$ cat config.mk
export PLATFORM = sky130hd
export DESIGN_NAME = miner_host_ctrl
export DESIGN_NICKNAME = d
export VERILOG_FILES = /design/src/rtl/miner_host_ctrl.sv
export SDC_FILE = /design/constraint.sdc
export NUM_CORES = 2
export LEC_CHECK = 0
export BUFFER_PORTS_ARGS = -buffer_cell sky130_fd_sc_hd__buf_2
export CAP_MARGIN = 20
export CORE_AREA = 2 2 454 456
export CTS_BUF_LIST = sky130_fd_sc_hd__clkbuf_4 sky130_fd_sc_hd__clkbuf_8 sky130_fd_sc_hd__clkbuf_16
export DETAILED_ROUTE_END_ITERATION = 8
export DIE_AREA = 0 0 456 458
export PLACE_DENSITY_LB_ADDON = 0.1
export SLEW_MARGIN = 0
export SYNTH_ARGS = -nofsm -noshare
export SYNTH_HDL_FRONTEND = slang
export SYNTH_SLANG_ARGS = --single-unit
$ cat constraint.sdc
create_clock -name clk -period 22.6 [get_ports clk]
set_input_delay 5.65 -clock clk [delete_from_list [all_inputs] [get_ports clk]]
set_output_delay 5.65 -clock clk [all_outputs]
set_load 0.01 [all_outputs]
$ cat src/rtl/miner_host_ctrl.sv
`default_nettype none
// ============================================================================
// Module      : miner_host_ctrl
// Description : Host DMA sequencer: reads NUM_LINES cache lines from the host
//               read region into a local buffer, then writes them back out to
//               the host write region.
// Revision    : 1.0 - initial release
// ============================================================================
module miner_host_ctrl #(
    parameter int unsigned           ADDR_WIDTH = 64,
    parameter int unsigned           DATA_WIDTH = 512,
    parameter int unsigned           NUM_LINES  = 4,
    parameter logic [ADDR_WIDTH-1:0] RD_OFFSET  = 64'h0,
    parameter logic [ADDR_WIDTH-1:0] WR_OFFSET  = 64'h1000
) (
    input  logic                  clk,
    input  logic                  rst_n,
    input  logic                  host_init,
    input  logic                  host_rd_ready,
    input  logic                  host_wr_ready,
    input  logic [ADDR_WIDTH-1:0] address_offset,
    input  logic [DATA_WIDTH-1:0] host_data_bus_read_in,
    output logic [DATA_WIDTH-1:0] host_data_bus_write_out,
    output logic [ADDR_WIDTH-1:0] corrected_address,
    output logic                  host_re,
    output logic                  host_we,
    output logic                  host_rgo,
    output logic                  host_wgo
);

    localparam int unsigned      c_CNT_W    = (NUM_LINES > 1) ? $clog2(NUM_LINES) : 1;
    localparam logic [c_CNT_W-1:0] c_LAST_IDX = c_CNT_W'(NUM_LINES - 1);

    typedef enum logic [2:0] {
        S_IDLE  = 3'd0,
        S_RGO   = 3'd1,
        S_READ  = 3'd2,
        S_WGO   = 3'd3,
        S_WRITE = 3'd4
    } state_t;

    state_t                  r_state;
    state_t                  w_state_nxt;
    logic [c_CNT_W-1:0]      r_rd_cnt;
    logic [c_CNT_W-1:0]      r_wr_cnt;
    logic [ADDR_WIDTH-1:0]   r_addr;
    logic [DATA_WIDTH-1:0]   r_buffer [NUM_LINES];

    logic                    w_rd_last;
    logic                    w_wr_last;

    assign w_rd_last         = (r_rd_cnt == c_LAST_IDX);
    assign w_wr_last         = (r_wr_cnt == c_LAST_IDX);
    assign corrected_address = r_addr;

    always_comb begin
        w_state_nxt             = r_state;
        host_rgo                = 1'b0;
        host_wgo                = 1'b0;
        host_re                 = 1'b0;
        host_we                 = 1'b0;
        host_data_bus_write_out = '0;
        case (r_state)
            S_IDLE: begin
                if (host_init) begin
                    w_state_nxt = S_RGO;
                end
            end
            S_RGO: begin
                host_rgo    = 1'b1;
                w_state_nxt = S_READ;
            end
            S_READ: begin
                host_re = host_rd_ready;
                if (host_rd_ready && w_rd_last) begin
                    w_state_nxt = S_WGO;
                end
            end
            S_WGO: begin
                host_wgo    = 1'b1;
                w_state_nxt = S_WRITE;
            end
            S_WRITE: begin
                host_we                 = host_wr_ready;
                host_data_bus_write_out = r_buffer[r_wr_cnt];
                if (host_wr_ready && w_wr_last) begin
                    w_state_nxt = S_IDLE;
                end
            end
            default: begin
                w_state_nxt = S_IDLE;
            end
        endcase
    end

    // The base address is captured only at phase entry so software may
    // reprogram address_offset while a phase is still running.
    always_ff @(posedge clk or negedge rst_n) begin
        if (!rst_n) begin
            r_state  <= S_IDLE;
            r_rd_cnt <= '0;
            r_wr_cnt <= '0;
            r_addr   <= '0;
        end else begin
            r_state <= w_state_nxt;
            if (r_state == S_IDLE && host_init) begin
                r_addr   <= address_offset + RD_OFFSET;
                r_rd_cnt <= '0;
            end
            if (host_re) begin
                r_rd_cnt <= r_rd_cnt + c_CNT_W'(1);
                if (w_rd_last) begin
                    r_addr   <= address_offset + WR_OFFSET;
                    r_wr_cnt <= '0;
                end
            end
            if (host_we) begin
                r_wr_cnt <= r_wr_cnt + c_CNT_W'(1);
            end
        end
    end

    // Line storage carries no reset; it is always filled before being read.
    always_ff @(posedge clk) begin
        if (host_re) begin
            r_buffer[r_rd_cnt] <= host_data_bus_read_in;
        end
    end

endmodule
`default_nettype wire

Yosys cells after proc, flatten, opt, wreduce, memory -nomap -nowiden
Memory sizes are Yosys's and may differ from the RTL's. Cells that the tools add are included.

$add $sub $neg: 3. Equality and inequality tests: 9. Mux-type cells: 19. Reductions and logical operators: 9.

Operator list (count): $mux W512 (1); $mux W64 (3); $add A64 B13 Y64 const B (1); $pmux W3 S5 (1); $mux W2 (5); $mux W3 (3); $eq A3 B2 Y1 const B (2); $mux W1 (6); $ne A2 B2 Y1 const B (3); $reduce_bool A2 Y1 (3); $add A2 B1 Y2 const B (2); $eq A2 B2 Y1 const B (2); $eq A3 B1 Y1 const B (1); $eq A3 B3 Y1 const B (1); $logic_and A1 B1 Y1 (3); $logic_not A3 Y1 (1); $reduce_and A3 Y1 (1); $reduce_and A2 Y1 (1).

Register bits: 71. RAM bits: 2048. Input bits: 581. Output and inout bits: 580. Logic and storage cells: 45. Memories kept: 1.

Memory list: r_buffer (depth 4, width 512, read ports 1, clocked after memory_dff 0, write ports 1, RTL line 47) `logic [DATA_WIDTH-1:0] r_buffer [NUM_LINES];`.

Longest topological paths before layout
Depth after elaboration: 5. Gate-level depth with buffers: 9.

Least setup slack after synthesis
Ideal clock, no wire load.

Kind: input to register. Start point: input port host_rd_ready. End point: register r_addr[58], in the netlist corrected_address[58]. Library setup time: 0.129 ns. Arrival time: 21.716 ns. Required time: 22.471 ns. Path slack: 0.755 ns. Cell stages on the path: 7. Path buffers: 3. Path through: nand4_2 inv_1 buf_2 buf_2 buf_1 o21ai_0 nand3_1.

Longest elaborated chain between the ends: 2.

Ends and longest elaborated chain: from (decl) (RTL line 19) `input logic host_rd_ready,`; $mux W1 (RTL line 63) `case (r_state)`; $mux W64 (RTL line 110) `if (host_re) begin`; to (signal assigned) (RTL line 107) `r_addr <= address_offset + RD_OFFSET;`; to (signal assigned) (RTL line 113) `r_addr <= address_offset + WR_OFFSET;`; to (decl) (RTL line 46) `logic [ADDR_WIDTH-1:0] r_addr;`.

Every way passes these cells. A chain may end at the register's enable or synchronous reset.

Worst setup path in the final report
Start point: input port host_rd_ready. End point: output port host_re.

Longest elaborated chain between the ends: 1.

Ends and longest elaborated chain: $mux W1 (RTL line 63); to (decl) (RTL line 25) `output logic host_re,`.

Every way passes these cells.

==> impl_metrics.ini <==
[clock_tree]
tritoncts = yes
clkLatencyLatePin_ns = 0.84
cts_post_setup_buffers_inserted = 0
tritoncts.num_buffers = 220
cts-htree-levels = 4
cts.repair.resized = 0
clock_transition_at_the_registers_of_the_reported_paths_ns = 0.05
cts_root_buffer = sky130_fd_sc_hd__clkbuf_16
cts_hold_buf = 0
clock_sinks = 2119
cts_max_path_buffers = 3

[synth]
synth-main-ff-cell = sky130_fd_sc_hd__edfxtp_1
synth_edf_count = 2048
yosys-top-cells-area = sky130_fd_sc_hd__edfxtp_1 76%, sky130_fd_sc_hd__mux4_2 14%, sky130_fd_sc_hd__and2_1 4.0%
syn-mean-instance-area_um2 = 21.76
ys_ff_latch = 2119
yosysUniqueCellTypes = 65
synth_top_area_share_pct = 75.80
synth.cell_area_mm2 = 0.08113
synth_largest_area_cell = sky130_fd_sc_hd__edfxtp_1
syn-num-nets = 4315
yosys_warnings = 0
synth-async-reset-ratio_pct = 3.351
yosysSeqAreaShare_pct = 77.99
syn_inst = 3728

[final_layout]
multi_input_comb_area_mm2 = 0.01700
share_of_post_route_cells_with_drive_strength_above_1_pct = 40.99
finalNetCount = 5565
fin_cells = 7899
layout_common_cells = 2048 x sky130_fd_sc_hd__edfxtp_1, 1159 x sky130_fd_sc_hd__buf_2, 515 x sky130_fd_sc_hd__and2_1
num-fill-cells = 17190
mostFrequentLayoutCell = sky130_fd_sc_hd__edfxtp_1
area.sequential_mm2 = 0.06328
syn2layout_area_growth_pct = 19.97

[pwr]
leakage_power_nw = 33.95
ir_drop_v = 0.00007580
power_density_mw_per_mm2 = 112.3

[worst_setup_path]
cell_seen_most_often_among_critical_path_stages = sky130_fd_sc_hd__buf_2
cp.arrival_ns = 6.30
critPathMaxFanout = 7
crit_buf_inv = 2
critical_path.top_delay_family = simple AND/OR/NAND/NOR gates
timing.critical_path.depth = 3
critical-path-slowest-cell = sky130_fd_sc_hd__and3_1
worstPathCellList = buf_2, and3_1, buf_2
worstPathRequired_ns = 16.95
r2r_cells = 7
slowest_cell_delay_on_critical_path_ns = 0.35
worstSetupEndpointType = output pin
launching_element_type_of_the_critical_path = primary input
worstSetupPathType = in2out

[timing]
max-slew-margin-rel_pct = 30.48
clock.fmax_mhz = 83.68
layout_worst_path_cycle_share_pct = 52.88
tightest_slew_ns = 1.043
final_period_minus_worst_setup_slack_ns = 11.95
whs_ns = 0.4671
finalSetupTns_ns = 0
final-hold-violation-count = 0
number_of_max_slew_violations_in_the_final_report = 0
setup_viol = 0
setup_repair_after_global_routing_missed_its_margin = no
skew_ns = 0.03450

[place]
finalWeightedCongestion = 0.8192
dp.cells = 7443
final_hpwl_from_detailed_placement_um = 144000
port-buffer-count = 1160

[global_routing]
grt_overflow = 0
grt_use_total_pct = 20.82
vias_in_the_first_global_route = 42280
grt_antenna_before_repair = 175
grt_pass1_wl_um = 313600
grt_max_degree = 165

[floorplanning]
floorplan.initialDensity_pct = 39.82
floorplan.rows = 166
floorplan.die.height_um = 458
io_pins = 1161
dieArea_mm2 = 0.2088
floorplan.die.width_um = 456
coreArea_mm2 = 0.2038

[routing]
vias = 41340
detail_route.wl_per_cell_um = 28.08
avgViaCountPerCell = 5.234
detailedRoute.firstIterationViolations = 3132
final_antenna_net_count = 0
drc = 0
drt-total-wl_um = 221800
first_pass_iters = 5

[worst_hold_path]
hold-path-cell-count = 2
hold_path_class = reg2reg

[job]
maxCapViolations = 0

[outcome]
outcome = completed
-- cell usage after synthesis, types with 4 or more instances --
cell / n
sky130_fd_sc_hd__a211oi_1: 8
sky130_fd_sc_hd__a21o_1: 4
sky130_fd_sc_hd__and2_1: 518
sky130_fd_sc_hd__o21ai_1: 5
sky130_fd_sc_hd__a21oi_1: 32
sky130_fd_sc_hd__a31oi_1: 5
sky130_fd_sc_hd__o311ai_0: 5
sky130_fd_sc_hd__ha_1: 6
sky130_fd_sc_hd__nand4_1: 10
sky130_fd_sc_hd__edfxtp_1: 2048
sky130_fd_sc_hd__dfrtp_1: 71
sky130_fd_sc_hd__buf_2: 55
sky130_fd_sc_hd__nor3_1: 11
sky130_fd_sc_hd__o22ai_1: 10
sky130_fd_sc_hd__nand3_1: 29
sky130_fd_sc_hd__buf_6: 4
sky130_fd_sc_hd__o21ai_0: 25
sky130_fd_sc_hd__mux4_2: 512
sky130_fd_sc_hd__nor2_1: 52
sky130_fd_sc_hd__buf_1: 4
sky130_fd_sc_hd__xnor2_1: 4
sky130_fd_sc_hd__nand2_1: 78
sky130_fd_sc_hd__inv_1: 9
sky130_fd_sc_hd__and3_1: 9
sky130_fd_sc_hd__a211o_1: 8
sky130_fd_sc_hd__nor4_1: 9
sky130_fd_sc_hd__clkbuf_1: 133
-- through the flow --
stage          util (%)  worst slack [ns]  total power [mW]  area [um^2]
3_3_place_gp      44.22             10.68             7.556        90090
3_5_place_dp      44.22             10.67             7.572        90090
2_1_floorplan         -            0.7546             6.804        81130
5_1_grt           47.75             10.46             11.42        97290
6_report          47.77             10.65             10.93        97330
4_1_cts           47.70             10.62             11.11        97190
-- worst reg2reg max path: stages, from the launching register on --
cell	delay [ns]
sky130_fd_sc_hd__dfrtp_1	0.47
sky130_fd_sc_hd__nor2_1	0.35
sky130_fd_sc_hd__and3_1	0.42
sky130_fd_sc_hd__and2_4	0.66
sky130_fd_sc_hd__buf_4	0.66
sky130_fd_sc_hd__buf_4	0.80
sky130_fd_sc_hd__buf_4	0.85
sky130_fd_sc_hd__buf_4	0.86
-- path summary, 6_finish.rpt --
kind	from	end	slack, ns
setup / recovery	host_rd_ready	host_re	10.65
hold / removal	corrected_address[4]$_DFF_PN0_	corrected_address[4]$_DFF_PN0_	0.47
setup reg to reg	r_state[0]$_DFFE_PN0P_	r_buffer[1][414]$_DFFE_PP_	17.11
hold reg to reg	corrected_address[4]$_DFF_PN0_	corrected_address[4]$_DFF_PN0_	0.47
max in group asynchronous	rst_n	r_wr_cnt[0]$_DFFE_PN0P_	16.69
min in group asynchronous	rst_n	corrected_address[45]$_DFF_PN0_	4.79
-- report_power, final --
group	switching (mW)	internal, mW	leakage, nW	total (mW)
Clock	1.47	2.05	3.56	3.52
Sequential	0.123	4.71	19.3	4.84
Combinational	1.41	1.16	11.0	2.57
-- state kept, by name, summed over array words and instances (netlist names) --
register	cells
r_rd_cnt	2
corrected_address	64
r_wr_cnt	2
r_state	3
r_buffer	2048
-- cells by family (layout without fill, tap and decap cells) --
group                    after synthesis  in the layout  share of synthesized area, %
buffers and inverters                207           1641                         1.084
flip-flops                          2119           2119                         77.99
adder cells (fa/ha/maj)                6              6                       0.09253
other                                  0             49                             0
XOR/XNOR                               5              5                       0.05397
multiplexers                         514            514                         14.24
AND/OR/NAND/NOR                      746            746                         5.481
AO/OA/AOI/OAI                        131            131                         1.059
-- final cells by class --
type / count / share of cell area [%]
clock buffer: 289 / 6.291
clock inverter: 117 / 1.004
timing repair buffer: 1225 / 6.597
sequential: 2119 / 65.02
tap: 2688 / 3.455
antenna: 49 / 0.1260
multi-input combinational: 1402 / 17.46
inverter: 10 / 0.04628
-- per-layer routing --
layer  track usage (%)  vias up  share of wire, %
li1                  -    17810                 -
met1             23.60    21530                36
met2             36.41     1371                52
met3             6.097      566               6.8
met4             9.215       66               4.4
met5                 0        -              0.17
No activity file was read; power rests on OpenSTA's default activity.
